## config.mk

```make
export PLATFORM = sky130hd
export DESIGN_NAME = fir_stream_ctrl
export DESIGN_NICKNAME = d
export VERILOG_FILES = /design/src/rtl/fir_pkg.sv /design/src/rtl/fir_res_fifo.sv /design/src/rtl/fir_stream_ctrl.sv
export SDC_FILE = /design/constraint.sdc
export NUM_CORES = 1
export LEC_CHECK = 0
export ABC_CLOCK_PERIOD_IN_PS = 7050
export CAP_MARGIN = 20
export CORE_UTILIZATION = 35
export CTS_CLUSTER_SIZE = 8
export DETAILED_ROUTE_END_ITERATION = 12
export REMOVE_ABC_BUFFERS = 1
export SETUP_SLACK_MARGIN = 0.5
export SLEW_MARGIN = 20
export SYNTH_ARGS = -nofsm -noshare
export SYNTH_HDL_FRONTEND = slang
export SYNTH_SLANG_ARGS = --single-unit
```

## constraint.sdc

```tcl
create_clock -name clk -period 7.05 [get_ports clk]
set_input_delay 0.705 -clock clk [delete_from_list [all_inputs] [get_ports clk]]
set_output_delay 0.705 -clock clk [all_outputs]
set_load 0.02 [all_outputs]
```

## src/rtl/fir_pkg.sv

```systemverilog
// Shared widths, controller state and result-FIFO entry for the FIR streaming path.
package fir_pkg;

  localparam int unsigned BIT_PREC = 16;
  localparam int unsigned TAPS     = 8;
  localparam int unsigned OUT_W    = 2 * BIT_PREC + TAPS - 1;

  typedef enum logic [1:0] {
    IDLE  = 2'd0,
    RUN   = 2'd1,
    FLUSH = 2'd2
  } fir_ctrl_state_t;

  typedef struct packed {
    logic             last;
    logic [OUT_W-1:0] data;
  } fir_res_t;

endpackage

```

## src/rtl/fir_res_fifo.sv

```systemverilog
// Synchronous result FIFO with a registered occupancy count; full/empty derive from that count only.
module fir_res_fifo #(
  parameter int unsigned DEPTH   = 4,
  parameter type         entry_t = logic
) (
  input  logic   clk,
  input  logic   rst,
  input  logic   push,
  input  entry_t push_data,
  input  logic   pop,
  output entry_t pop_data,
  output logic   full,
  output logic   empty
);

  localparam int unsigned AW = $clog2(DEPTH);

  entry_t        mem [DEPTH];
  logic [AW-1:0] wr_ptr;
  logic [AW-1:0] rd_ptr;
  logic [AW:0]   count;
  logic          do_push;
  logic          do_pop;

  assign full    = (count == (AW+1)'(DEPTH));
  assign empty   = (count == '0);
  assign do_push = push && !full;
  assign do_pop  = pop && !empty;

  always_ff @(posedge clk) begin
    if (do_push) begin
      mem[wr_ptr] <= push_data;
    end
  end

  always_ff @(posedge clk) begin
    if (rst) begin
      wr_ptr <= '0;
      rd_ptr <= '0;
      count  <= '0;
    end else begin
      if (do_push) begin
        wr_ptr <= wr_ptr + 1'b1;
      end
      if (do_pop) begin
        rd_ptr <= rd_ptr + 1'b1;
      end
      case ({do_push, do_pop})
        2'b10:   count <= count + 1'b1;
        2'b01:   count <= count - 1'b1;
        default: count <= count;
      endcase
    end
  end

  assign pop_data = mem[rd_ptr];

endmodule

```

## src/rtl/fir_stream_ctrl.sv

```systemverilog
// Valid/ready streaming controller for the FIR datapath with an output result FIFO.
// Tail flushing with zero samples is enabled by defining FIR_STREAM_CTRL_TAIL_FLUSH_EN.
module fir_stream_ctrl #(
  parameter int unsigned BIT_PREC   = fir_pkg::BIT_PREC,
  parameter int unsigned TAPS       = fir_pkg::TAPS,
  parameter int unsigned OUT_W      = 2 * BIT_PREC + TAPS - 1,
  parameter int unsigned FIFO_DEPTH = 4
) (
  input  logic                clk,
  input  logic                rst,
  input  logic                s_valid,
  output logic                s_ready,
  input  logic [BIT_PREC-1:0] s_data,
  input  logic                s_last,
  output logic                fir_en,
  output logic [BIT_PREC-1:0] fir_in,
  input  logic [OUT_W-1:0]    fir_out,
  output logic                m_valid,
  input  logic                m_ready,
  output logic [OUT_W-1:0]    m_data,
  output logic                m_last,
  output logic                busy
);

  import fir_pkg::*;

  // Same layout as fir_res_t, sized by this instance's OUT_W.
  typedef struct packed {
    logic             last;
    logic [OUT_W-1:0] data;
  } res_t;

  fir_ctrl_state_t state_q;
  fir_ctrl_state_t state_d;
  logic            space;
  logic            accept;
  logic            issue;
  logic            push_last;
  logic            fifo_full;
  logic            fifo_empty;
  res_t            push_entry;
  res_t            head;

`ifdef FIR_STREAM_CTRL_TAIL_FLUSH_EN
  localparam int unsigned FCW = (TAPS > 2) ? $clog2(TAPS) : 1;
  logic [FCW-1:0] flush_cnt_q;
  logic [FCW-1:0] flush_cnt_d;
`endif

  assign space   = !fifo_full;
  assign s_ready = space && ((state_q == IDLE) || (state_q == RUN));
  assign accept  = s_valid && s_ready;

  always_comb begin
    state_d   = state_q;
    issue     = 1'b0;
    push_last = 1'b0;
`ifdef FIR_STREAM_CTRL_TAIL_FLUSH_EN
    flush_cnt_d = flush_cnt_q;
`endif
    case (state_q)
      IDLE, RUN: begin
        if (accept) begin
          issue = 1'b1;
`ifdef FIR_STREAM_CTRL_TAIL_FLUSH_EN
          if (s_last) begin
            state_d     = FLUSH;
            flush_cnt_d = FCW'(TAPS - 2);
          end else begin
            state_d = RUN;
          end
`else
          state_d   = s_last ? IDLE : RUN;
          push_last = s_last;
`endif
        end
      end
`ifdef FIR_STREAM_CTRL_TAIL_FLUSH_EN
      // Counter holds the number of zero samples still to issue after this one.
      FLUSH: begin
        if (space) begin
          issue = 1'b1;
          if (flush_cnt_q == '0) begin
            state_d   = IDLE;
            push_last = 1'b1;
          end else begin
            flush_cnt_d = flush_cnt_q - 1'b1;
          end
        end
      end
`endif
      default: state_d = IDLE;
    endcase
  end

  always_ff @(posedge clk) begin
    if (rst) begin
      state_q <= IDLE;
    end else begin
      state_q <= state_d;
    end
  end

`ifdef FIR_STREAM_CTRL_TAIL_FLUSH_EN
  always_ff @(posedge clk) begin
    if (rst) begin
      flush_cnt_q <= '0;
    end else begin
      flush_cnt_q <= flush_cnt_d;
    end
  end
`endif

  assign fir_en = issue;
  assign fir_in = accept ? s_data : '0;
  assign busy   = (state_q != IDLE);

  assign push_entry.last = push_last;
  assign push_entry.data = fir_out;

  fir_res_fifo #(
    .DEPTH   (FIFO_DEPTH),
    .entry_t (res_t)
  ) u_res_fifo (
    .clk       (clk),
    .rst       (rst),
    .push      (issue),
    .push_data (push_entry),
    .pop       (m_ready),
    .pop_data  (head),
    .full      (fifo_full),
    .empty     (fifo_empty)
  );

  // Storage is not reset, so the head is masked while the FIFO is empty.
  assign m_valid = !fifo_empty;
  assign m_data  = m_valid ? head.data : '0;
  assign m_last  = m_valid && head.last;

endmodule

```

==> summary.md, run 1 <==
| Metric | Value |
|---|---|
| Outcome | `completed` |
| Initial Util | `between 30 and 40%` |
| Clock Skew | `around 11 ps` |
| Pin count of the biggest net entering global routing | `around 40` |
| Final Wtd Congestion | `0.710` |
| VDD IR max | `around 0.00017 V` |
| Buffers & Inverters on Critical Path | `2` |
| Post-DP HPWL | `approximately 7400 um` |
| WP data arrival | `approximately 2900 ps` |
| Tmin final | `3550 ps` |
| DRT antenna net count | `0` |
| Global-route wire length before repair | `between 20,000 and 25,000 um` |
| Drt first pass iters | `4` |
| IO buf count | `approximately 120` |
| Hold Buf Count CTS | `0` |
| Post-synthesis sequential area ratio | `about three quarters` |
| NumNets Final | `about 520` |
| Area Overhead vs Synth | `29.9%` |
| Setup Slack @ Placement | `approximately 3800 ps` |
| Fin crit share | `between 50% and 60%` |
| ANT cells | `0` |
| Yosys reg bits | `170` |
| Total track usage | `14.0%` |
| Kind of critical path | `reg2out` |
| Share of the synthesized area in the top cell type | `71.1%` |
| Top cell type by total area after synthesis | `edfxtp_1` |
| Via density | `approximately 4.7` |
| Post-synth cell types | `27` |
| Die H | `around 140 um` |
| CTS tree | `done` |
| Clock Sinks | `170` |
| Drt wl/cell | `~18 um` |
| WL final | `12,900 um` |
| CP Launch Type | `flip-flop` |
| Worst hold path class | `reg2reg` |
| Initial antenna violation count | `2` |
| Fin worst setup slack | `around 3500 ps` |
| Post-synthesis average cell area | `around 20 um2` |
| Clock slew at reported path FFs | `70 ps` |
| Drt drc | `0` |
| Largest stage delay on the critical path | `870 ps` |
| Die Wd | `between 100 and 150 um` |
| Iteration-0 DRC Markers | `a little under 100` |
| Syn Std Cell Area | `6760 um2` |
| Worst setup EP type | `output port` |
| Post-Syn Instances | `331` |
| Synth top area cells | `edfxtp_1, mux4_2, nor2b_1` |
| # setup viols final | `0` |
| CTS Buffer Depth | `2` |
| Num rows | `50` |
| DIE AREA | `roughly 20,000 um2` |
| H-tree Lvls | `4` |
| Final hold vios | `0` |
| Pins over their slew limit | `0` |
| Layout cells sized above 1 | `a little under a fifth` |
| Crit-path max FO | `23` |
| CP delay by family, top | `buffers and inverters` |
| GRT Residual Overflow | `0` |
| CP max stage cell | `nor3_4` |
| Clock latency reported for the late side of the worst-skew pair | `420 ps` |
| Vias | `~3,400` |
| Max_slew headroom | `between 30% and 40%` |
| CP required | `6340 ps` |
| Root buffer cell | `clkbuf_16` |
| Tightest Pin Transition | `1020 ps` |
| # IOs | `between 100 and 150` |
| TritonCTS Buffers | `17` |
| Fmax | `~280 MHz` |
| Warnings, synthesis | `0` |
| Inst Count DP | `around 700` |
| Post-cts repair resize count | `0` |
| Core Footprint | `18,800 um2` |
| Pleak | `around 2.8 nW` |
| RSZ-0062 raised after global routing | `no` |
| Post-CTS setup buffer count | `0` |
| Vias in the first global route | `roughly 3,800` |
| Max cap viols | `0` |
| Worst-path cell chain | `nor3_4 > buf_4 > nor2b_1 > clkdlybuf4s50_1` |
| TNS Setup | `0 ps` |
| Layout Cells excl Fill | `about 730` |
| Pwr/cell area | `about 370 nW/um2` |
==> layout make-up <==
class | count | area [um2]
inverters | 8 | 30.0
clock inverters | 15 | 174
fillers | 1595 | 10100
flip-flops and latches | 170 | 5010
well taps | 260 | 325
repair buffers | 124 | 1230
multi-input cells | 137 | 1580
clock buffers | 17 | 425
==> power by group <==
part | internal [mW] | switching (mW) | leakage (nW)
combinational | 0.522 | 0.463 | 0.981
sequential | 1.22 | 0.114 | 1.55
clock | 0.557 | 0.375 | 0.286
total | 2.30 | 0.952 | 2.82
==> per-stage QoR <==
| step | util, % | power (mW) | area (um2) | hold WS, ps |
|---|---|---|---|---|
| after CTS | 46.6 | 3.31 | 8780 | 499 |
| after global routing | 46.6 | 3.40 | 8780 | 565 |
| after global placement | 43.4 | 2.36 | 8180 | 463 |
| final | 46.6 | 3.25 | 8780 | 496 |
| after detailed placement | 43.4 | 2.37 | 8180 | 482 |
| after floorplan | - | 1.91 | 6610 | 452 |
==> metal layers <==
| layer | GRT usage, % | wire [um] | vias up |
|---|---|---|---|
| li1 | - | - | 1549 |
| met1 | 16.0 | 5480 | 1744 |
| met2 | 23.8 | 6450 | 109 |
| met3 | 4.55 | 721 | 25 |
| met4 | 6.35 | 249 | 4 |
| met5 | 0 | 25 | - |
==> cell usage after synthesis <==
cell      number
a21oi_1        3
mux4_2        40
nor2_1         9
clkbuf_1       4
nor3_4         1
mux2i_1        1
buf_4          1
ha_1           5
nor2b_1       39
buf_2          6
buf_6          1
dfxtp_1       10
inv_1          7
fa_1           1
buf_12         4
a21boi_4       1
mux2_1         2
edfxtp_1     160
inv_2          1
o21ai_0        2
or3_1          2
nand2b_1       2
o31ai_1        1
nor2b_4        2
and2_1        21
nand2_1        2
xor2_1         3
==> worst register-to-register path, cell delays in order (launching register included) <==
cell	delay, ps
dfxtp_1	370
nor2_1	270
a21boi_4	200
inv_2	90
ha_1	180
inv_1	70
fa_1	430
xor2_1	160
or3_1	300
a21oi_1	140
==> cells in the final DEF (no fill, tap or decap), drive strengths merged <==
master         count
ha                 5
xor2               3
mux2               2
a21boi             1
o31ai              1
a21oi              3
nor2b             41
clkdlybuf4s50    119
bufinv             3
clkinv             8
and2              21
nor2               9
mux2i              1
edfxtp           160
nor3               1
nand2              2
clkinvlp           2
o21ai              2
mux4              40
inv               10
buf                5
or3                2
dfxtp             10
fa                 1
nand2b             2
clkbuf            17
==> registers in the layout, indices dropped and copies added (netlist names), named ones only <==
name,cells
u_res_fifo.mem,160
u_res_fifo.count,3
u_res_fifo.rd_ptr,2
u_res_fifo.wr_ptr,2
state_q,1
==> logic make-up after synthesis <==
| kind of cell | after synthesis | share of synthesized area (%) |
|---|---|---|
| AOI/OAI and AO/OA | 7 | 0.759 |
| and+or+nand+nor | 78 | 7.18 |
| xor gates and xnor gates | 3 | 0.389 |
| DFF | 170 | 74.1 |
| adders and majority gates | 6 | 1.22 |
| muxes | 43 | 13.8 |
| buffers and inverters | 24 | 2.57 |
==> path summary, 6_finish.rpt <==
path / start / to / slack (ps) / cells past startpoint
worst max register to register: u_res_fifo.count[1] / u_res_fifo.count[2] / 4760 / 9
worst min register to register: u_res_fifo.rd_ptr[1] / u_res_fifo.rd_ptr[1] / 500 / 2
worst max-delay path: u_res_fifo.count[2] / m_data[29] / 3500 / 4
worst min-delay path: u_res_fifo.rd_ptr[1] / u_res_fifo.rd_ptr[1] / 500 / 2
Note: power is estimated with default switching activity, not from simulation.
==> inputs of run 2 (changes only) <==
--- a/config.mk
+++ b/config.mk
@@ -5,7 +5,7 @@
 export SDC_FILE = /design/constraint.sdc
 export NUM_CORES = 1
 export LEC_CHECK = 0
-export ABC_CLOCK_PERIOD_IN_PS = 7050
+export ABC_CLOCK_PERIOD_IN_PS = 3600
 export CAP_MARGIN = 20
 export CORE_UTILIZATION = 35
 export CTS_CLUSTER_SIZE = 8
==> constraint.sdc (replaced) <==
create_clock -name clk -period 3.6 [get_ports clk]
set_input_delay 0.36 -clock clk [delete_from_list [all_inputs] [get_ports clk]]
set_output_delay 0.36 -clock clk [all_outputs]
set_load 0.02 [all_outputs]
==> run 2 against run 1 <==
Against the previous run: clock power rose by 92%; power grew 98%; worst setup slack worse by 2800 ps; sequential cell count is the same; first-iteration DRC count grew 140%; critical endpoint is now m_data[18]; count of clock-buffer cells in the layout grew 1; sequential power rose by 87%.
==> summary.md, run 2 (synthesized netlist as in run 1, its figures left out) <==
| Metric | Value |
|---|---|
| Most common cell after layout, fill and taps aside | `edfxtp_1` |
| Pin count of the biggest net entering global routing | `41 (unchanged)` |
| Tightest Pin Transition | `772 ps (-243 ps)` |
| IO buf count | `119 (unchanged)` |
| Crit-path max FO | `16 (-30%)` |
| CTS Buffer Depth | `2 (unchanged)` |
| WL final | `13,000 um (+0.54%)` |
| DRT antenna net count | `0 (unchanged)` |
| TNS Setup | `0 ps (unchanged)` |
| Worst hold path class | `reg2reg` |
| FF-to-FF path depth | `9 (unchanged)` |
| Total track usage | `13.8% (-0.13 points)` |
| Setup Slack @ Placement | `1000 ps (-2830 ps)` |
| RSZ-0062 raised after global routing | `no` |
| # IOs | `120 (unchanged)` |
| Pins over their slew limit | `0 (unchanged)` |
| Final Wtd Congestion | `0.748 (+5.4%)` |
| Core Footprint | `18,800 um2 (unchanged)` |
| Fmax | `about 350 MHz` |
| Tmin final | `about 2900 ps` |
| Drt drc | `0 (unchanged)` |
| Largest Register | `u_res_fifo.mem` |
| Reg2reg end | `u_res_fifo.count[2]` |
| R2R Path Start | `u_res_fifo.count[1]` |
| NumNets Final | `530 (+1.1%)` |
| # setup viols final | `0 (unchanged)` |
| CP endpoint | `m_data[18]` |
| CP Launch Type | `flip-flop` |
| WP data arrival | `2510 ps (-340 ps)` |
| Post-cts repair resize count | `0 (unchanged)` |
| Post-DP HPWL | `8020 um (+7.9%)` |
| Area Overhead vs Synth | `31.5%` |
| Max_slew headroom | `48.3% (+16 points)` |
| Clock latency reported for the late side of the worst-skew pair | `410 ps (about the same)` |
| Max cap viols | `0 (unchanged)` |
| Drt first pass iters | `4 (unchanged)` |
| Die Wd | `141 um (unchanged)` |
| GRT Residual Overflow | `0 (unchanged)` |
| Inst Count DP | `704 (+0.72%)` |
| Vias in the first global route | `3,699 (-2.5%)` |
| TritonCTS Buffers | `17 (unchanged)` |
| Clock Sinks | `170 (unchanged)` |
| Largest regs | `u_res_fifo.mem x160, u_res_fifo.count x3` |
| Worst-path cell chain | `nor3_4 > buf_4 > nor2b_1 > clkdlybuf4s50_1` |
| Met2 wire length | `6490 um (+0.64%)` |
| VDD IR max | `0.000327 V (+88%)` |
| Initial antenna violation count | `1 (-1)` |
| Fin crit share | `between 70% and 80%` |
| CP required | `3240 ps (-3100 ps)` |
| H-tree Lvls | `4 (unchanged)` |
| Crit path from | `u_res_fifo.count[2]` |
| Vias | `3,415 (-0.47%)` |
| Final hold vios | `0 (unchanged)` |
| Root buffer cell | `clkbuf_16` |
| Commonest cells after routing, fill and taps aside | `edfxtp_1, clkdlybuf4s50_1, mux4_2` |
| CP max stage cell | `nor3_4` |
| DR WL met3 | `886 um (+23%)` |
| Clock slew at reported path FFs | `60 ps (about the same)` |
| Initial Util | `35.9% (unchanged)` |
| Top sig layer | `met5` |
| Metal-1 WL | `5470 um (-0.22%)` |
| Via density | `4.64 (-1.1%)` |
| Pwr/cell area | `723 nW/um2 (+95%)` |
| Largest register FFs | `160 (unchanged)` |
| ANT cells | `0 (unchanged)` |
| Num rows | `50 (unchanged)` |
| Hold Buf Count CTS | `0 (unchanged)` |
| Post-CTS setup buffer count | `0 (unchanged)` |
| Outcome | `completed` |
| Finished Cell Area | `8890 um2 (+1.2%)` |
| CTS tree | `done` |
| Fin worst setup slack | `727 ps (-2770 ps)` |
| Drt wl/cell | `17.7 um (-0.14%)` |
| Iteration-0 DRC Markers | `234 (+140%)` |
| Largest stage delay on the critical path | `690 ps (-180 ps)` |
| Pleak | `2.87 nW (+1.8%)` |
| Dpl cell area | `8280 um2 (+1.2%)` |
| Kind of critical path | `reg2out` |
| Die H | `141 um (unchanged)` |
| Clock Skew | `7.50 ps (-3.12 ps)` |
| Layout Cells excl Fill | `736 (+0.68%)` |
| DIE AREA | `19,900 um2 (unchanged)` |
| Global-route wire length before repair | `19,800 um (-1.2%)` |
| Worst setup EP type | `output port` |
| R2r setup slk | `1340 ps (-3420 ps)` |
| Layout cells sized above 1 | `18.9% (+0.86 points)` |
==> run 2: critical path: cells and delay by family (launching register included) <==
family	cells	cell delay, ps
flip-flops	1	390
AND/OR/NAND/NOR	2	790
buffers and inverters	2	900
==> run 2: layout make-up <==
class	instances	area, um2
multi-input combinational	137	1580
tap	260	325
timing repair buffer	130	1360
fill	1583	9940
inverter	8	30.0
sequential	170	5010
clock buffer	18	429
clock inverter	13	151
==> run 2: how the worst min path moves through the flow <==
stage / startpoint / to / slack, ps / cells after the start
floorplan: rst / u_res_fifo.count[2] / 430 / 1
global placement: u_res_fifo.rd_ptr[1] / flip-flop / 460 / 2
detailed placement: u_res_fifo.rd_ptr[1] / flip-flop / 490 / 2
CTS: u_res_fifo.rd_ptr[1] / flip-flop / 490 / 2
global route: u_res_fifo.rd_ptr[1] / flip-flop / 530 / 2
finish: u_res_fifo.rd_ptr[1] / flip-flop / 490 / 2
==> run 2: routing by layer <==
layer | GRT usage, % | up-vias
met5 | 0 | -
met4 | 4.12 | 2
met3 | 5.71 | 16
met2 | 23.3 | 112
met1 | 16.3 | 1732
li1 | - | 1553
==> run 2: where the power goes <==
| part | total (mW) | switching [mW] | internal [mW] |
|---|---|---|---|
| logic | 2.13 | 1.02 | 1.10 |
| registers | 2.51 | 0.123 | 2.39 |
| clock network | 1.79 | 0.706 | 1.08 |
==> run 2: metrics by stage <==
step,power (mW),utilization (%),hold slack (ps)
detailed placement,4.70,44.0,485
CTS,6.50,47.0,493
floorplan,3.75,-,429
finish,6.42,47.2,491
global route,6.73,47.2,534
global placement,4.68,44.0,464
